$ cat src/rtl/sd_spi_byte.sv
// Byte-level SPI master (mode 0, MSB first) serving the SD DMA handshake and a
// small CPU register window for command bytes, chip-select and speed control.
module sd_spi_byte #(
    parameter logic [7:0] SLOW_DIV = 8'd59,
    parameter logic [7:0] FAST_DIV = 8'd0
) (
    input  logic       clk,
    input  logic       rst_n,
    input  logic       sd_start,
    output logic       sd_rdy,
    output logic [7:0] sd_recvdata,
    input  logic [7:0] din,
    output logic [7:0] dout,
    input  logic       module_select,
    input  logic       write_strobe,
    input  logic [1:0] regsel,
    output logic       sd_clk,
    output logic       sd_do,
    input  logic       sd_di,
    output logic       sd_cs_n
);

    typedef enum logic {StIdle, StShift} state_e;

    state_e      state_q, state_d;
    logic [7:0]  div_q, div_d;
    logic [7:0]  cnt_q, cnt_d;
    logic [3:0]  idx_q, idx_d;
    logic [7:0]  tx_q, tx_d;
    logic [7:0]  rx_q, rx_d;
    logic [7:0]  recv_q, recv_d;
    logic        sck_q, sck_d;
    logic        do_q, do_d;
    logic        cs_n_q, cs_n_d;
    logic        slow_q, slow_d;
    logic        ctrl_wr, data_wr;
    logic [7:0]  tx_sel, div_sel;

    assign ctrl_wr = module_select & write_strobe & (regsel == 2'b01);
    assign data_wr = module_select & write_strobe & (regsel == 2'b00);

    // State register; reset aborts any transfer and discards the partial byte
    always_ff @(posedge clk or negedge rst_n) begin
        if (!rst_n) begin
            state_q <= StIdle;
            div_q   <= 8'd0;
            cnt_q   <= 8'd0;
            idx_q   <= 4'd0;
            tx_q    <= 8'hFF;
            rx_q    <= 8'hFF;
            recv_q  <= 8'hFF;
            sck_q   <= 1'b0;
            do_q    <= 1'b1;
            cs_n_q  <= 1'b1;
            slow_q  <= 1'b1;
        end else begin
            state_q <= state_d;
            div_q   <= div_d;
            cnt_q   <= cnt_d;
            idx_q   <= idx_d;
            tx_q    <= tx_d;
            rx_q    <= rx_d;
            recv_q  <= recv_d;
            sck_q   <= sck_d;
            do_q    <= do_d;
            cs_n_q  <= cs_n_d;
            slow_q  <= slow_d;
        end
    end

    // Next-state: accept a start when idle, then walk 16 SCK half-periods
    always_comb begin
        state_d = state_q;
        div_d   = div_q;
        cnt_d   = cnt_q;
        idx_d   = idx_q;
        tx_d    = tx_q;
        rx_d    = rx_q;
        recv_d  = recv_q;
        sck_d   = sck_q;
        do_d    = do_q;
        cs_n_d  = cs_n_q;
        slow_d  = slow_q;
        // DMA request has priority over a CPU data write in the same cycle
        tx_sel  = sd_start ? 8'hFF : din;
        div_sel = slow_q ? SLOW_DIV : FAST_DIV;

        // Control writes land immediately, even mid-transfer; speed only
        // takes effect at the next acceptance because div is latched then.
        if (ctrl_wr) begin
            cs_n_d = din[0];
            slow_d = din[1];
        end

        unique case (state_q)
            StIdle: begin
                if (sd_start || data_wr) begin
                    state_d = StShift;
                    tx_d    = tx_sel;
                    div_d   = div_sel;
                    cnt_d   = div_sel;
                    idx_d   = 4'd0;
                    sck_d   = 1'b0;
                    do_d    = tx_sel[7];
                end
            end
            StShift: begin
                if (cnt_q == 8'd0) begin
                    cnt_d = div_q;
                    idx_d = idx_q + 4'd1;
                    if (!idx_q[0]) begin
                        // Rising SCK edge: sample MISO
                        sck_d = 1'b1;
                        rx_d  = {rx_q[6:0], sd_di};
                    end else begin
                        // Falling SCK edge: present next MOSI bit
                        sck_d = 1'b0;
                        tx_d  = {tx_q[6:0], 1'b0};
                        do_d  = tx_q[6];
                        if (idx_q == 4'd15) begin
                            state_d = StIdle;
                            recv_d  = rx_q;
                            do_d    = 1'b1;
                        end
                    end
                end else begin
                    cnt_d = cnt_q - 8'd1;
                end
            end
        endcase
    end

    assign sd_rdy      = (state_q == StIdle);
    assign sd_recvdata = recv_q;
    assign sd_clk      = sck_q;
    assign sd_do       = do_q;
    assign sd_cs_n     = cs_n_q;

    // CPU read mux
    always_comb begin
        dout = 8'hFF;
        unique case (regsel)
            2'b00: dout = recv_q;
            2'b01: dout = {6'b0, slow_q, cs_n_q};
            2'b10: dout = {~sd_rdy, 7'b0};
            2'b11: dout = 8'hFF;
        endcase
    end

endmodule

$ cat config.mk
export PLATFORM = sky130hd
export DESIGN_NAME = sd_spi_byte
export DESIGN_NICKNAME = d
export VERILOG_FILES = /design/src/rtl/sd_spi_byte.sv
export SDC_FILE = /design/constraint.sdc
export NUM_CORES = 1
export LEC_CHECK = 0
export CORE_MARGIN = 10
export CORE_UTILIZATION = 52
export CTS_CLUSTER_SIZE = 20
export DETAILED_ROUTE_END_ITERATION = 10
export GPL_TIMING_DRIVEN = 0
export PLACE_DENSITY = 0.9
export SYNTH_ARGS = -nofsm -noshare
export SYNTH_HDL_FRONTEND = slang
export SYNTH_SLANG_ARGS = --single-unit
$ cat constraint.sdc
create_clock -name clk -period 2.6 [get_ports clk]
set_clock_uncertainty 0.05 [all_clocks]
set_input_delay 0.26 -clock clk [delete_from_list [all_inputs] [get_ports clk]]
set_output_delay 0.26 -clock clk [all_outputs]
set_load 0.05 [all_outputs]
==> results_dict.tcl <==
set metrics [dict create \
    critPathCaptureType "output pin" \
    drive_gt1_frac 0.290 \
    grt_max_degree 41 \
    syn_nets 206 \
    grt_overflow_total 0 \
    hold_class "primary input to asynchronous set/reset pin" \
    hpwl_microns 3320 \
    rrSetupSlack_ns 0.27 \
    power.total_mw 2.14 \
    first_global_vias 1684 \
    die_h_microns 81.9 \
    grt_pass1_wl_microns 8240 \
    fin_cells 279 \
    row_count 22 \
    async_flop_share 1.00 \
    netlist_instances 188 \
    setup_viol 0 \
    antenna_found_initial 0 \
    nets 248 \
    cts_buffer_depth 2 \
    path_cells "clkdlybuf4s50_1 -> nor2_2 -> nand2_1 -> nand2_1 -> clkdlybuf4s50_1" \
    period_share 0.962 \
    fillers 302 \
    yosysTopAreaCellShare 0.343 \
    numCtsBuffers 5 \
    timing.slew.headroom 0.429 \
    synth.distinct_cells 39 \
    crit_arrival_ns 2.19 \
    grtUsageTotal 0.158 \
    fmaxAchievable_ghz 0.400 \
    viasPerCell 5.73 \
    max_stage_delay_ns 0.82 \
    area_growth_pct 26.0 \
    post_cts_buffers 0 \
    worstPathMaxFanout 8 \
    start_util 0.540 \
    setup_tns_ns 0 \
    fp.dieW_microns 81.9 \
    period_needed_ns 2.50 \
    multi_input_area_sq_um 912 \
    cp_data_required_time_ns 2.29 \
    synth_edf_count 0 \
    path_buf_inv 2 \
    worstSetupPathType "primary input to output pin" \
    rsz0062_at_grt "false" \
    numPortBuffers 35 \
    place.gp.congestion 0.877 \
    slowest_stage "clkdlybuf4s50_1" \
    first_pass_iters 4 \
    die-area_sq_um 6710 \
    synth.ff_latch_count 40 \
    yosys_warnings 0 \
    cp_top_family "buffers and inverters" \
    clock_sinks 40 \
    vdd_drop_max_uv 567 \
    drcViolationCount 0 \
    clk_latency_ns 0.30 \
    io_pins 36 \
    dp.cells 271 \
    avgSynthCellArea_sq_um 10.6 \
    num_vias 1600 \
    power.density_nw_per_um2 851 \
    antennaDiodeCount 0 \
    cts_tree "yes" \
    start_kind "primary input" \
    hold_viol_final 0 \
    maxCapViolCount 0 \
    cellLeakagePower_nw 1.03 \
    tightestPinTransition_ns 0.857 \
    synth_area_leaders "dfstp_2 (34%), dfrtp_1 (18%), mux2_2 (14%)" \
    final_common_cell "clkdlybuf4s50_1" \
    final_cell_mix "clkdlybuf4s50_1 (33), nand2_1 (31), dfstp_2 (26)" \
    postRouteAntennaNets 0 \
    htree_num_levels 2 \
    wl_per_cell_microns 17.1 \
    yosysSeqAreaShare 0.519 \
    cts-root-buf "clkbuf_8" \
    netlist_area_sq_um 1990 \
    hold_buffers 0 \
    yosysTopAreaCell "dfstp_2" \
    core_sq_um 3690 \
    status "completed" \
    regArea_sq_um 1030 \
    path_clk_slew_ns 0.08 \
    synth_top_flop_cell "dfstp_2" \
    drtIter0Drc 312 \
    totalWireLength_microns 4770 \
    slew_violations 0 \
]
[worst reg2reg max path, delay by kind of cell (launching register included)]
kind,cells,cell delay (ns)
AND/OR/NAND/NOR,1,0.53
adder cells (fa/ha/maj),1,0.25
AO/OA/AOI/OAI,3,0.91
buffers and inverters,1,0.07
flip-flops,1,0.41
[report_power, final]
part           switching, mW  total, mW  internal (mW)
registers              0.125      0.947          0.822
logic                  0.389      0.684          0.296
clock network          0.220      0.505          0.285
total                  0.734       2.14           1.40
[path summary, 6_finish.rpt]
path,start,end,cells after the start
setup / recovery,regsel[1],dout[6],5
setup reg to reg,cnt_q[0],idx_q[2],6
hold reg to reg,tx_q[0],tx_q[0],2
min in group clk,tx_q[0],tx_q[0],2
max in group asynchronous,rst_n,state_q,1
hold / removal,rst_n,cnt_q[5],1
[kinds of logic (layout without fill, tap and decap cells)]
logic type / Yosys count / count (layout) / share of synthesized area
AO/OA/AOI/OAI: 38 / 38 / 0.122
flip-flops: 40 / 40 / 0.519
XOR/XNOR: 1 / 1 / 0.00440
buffers and inverters: 13 / 56 / 0.0251
multiplexers: 25 / 25 / 0.141
AND/OR/NAND/NOR: 69 / 69 / 0.176
adder cells (fa/ha/maj): 2 / 2 / 0.0126
[flip-flops by register name (all words and copies together), names as in the netlist]
name         count
cnt_q            8
div_q            1
idx_q            4
rx_q             8
sd_cs_n          1
sd_do            1
sd_recvdata      8
slow_q           1
state_q          1
tx_q             7
[metrics by stage]
stage / worst slack [ns] / area (sq um) / hold WS (ns) / utilization
final: 0.0985 / 2510 / 0.0244 / 0.681
after global routing: 0.0122 / 2510 / 0.0814 / 0.681
after CTS: 0.0245 / 2510 / 0.0470 / 0.680
after detailed placement: -0.0353 / 2400 / 0.371 / 0.650
after global placement: 0.00654 / 2400 / 0.440 / 0.652
after floorplan: 0.602 / 1990 / -0.0856 / -
[cells in the mapped netlist (2+ instances only)]
library cell	count
dfstp_2	26
mux2_2	25
a21oi_1	2
o211ai_1	4
a31oi_1	5
nor2_1	10
clkbuf_1	6
o21ai_0	17
ha_1	2
nand2_1	31
dfrtp_1	14
or3_1	6
nor3_1	5
inv_1	6
nand3_1	4
nor4_1	2
[what timing repair did]
item                                    4_1_cts  5_1_grt
resized for setup                             2        2
endpoints found under the hold margin         0        0
endpoints found under the setup margin        8        1
[layer usage]
| layer | share of wire | track usage | vias up |
|---|---|---|---|
| met5 | 0 | 0 | - |
| met3 | 0.10 | 0.0797 | 10 |
| li1 | - | - | 761 |
| met2 | 0.46 | 0.234 | 53 |
| met4 | 0.016 | 0.0578 | 0 |
| met1 | 0.43 | 0.193 | 776 |
[final cells by class]
type	instances	share of cell area
Inverter	6	0.00897
Clock buffer	5	0.0274
Buffer	7	0.0115
Sequential cell	40	0.412
Timing Repair Buffer	35	0.137
Tap cell	48	0.0239
Clock inverter	3	0.0164
Multi-Input combinational cell	135	0.363
Note: power is estimated with default switching activity, not from simulation.
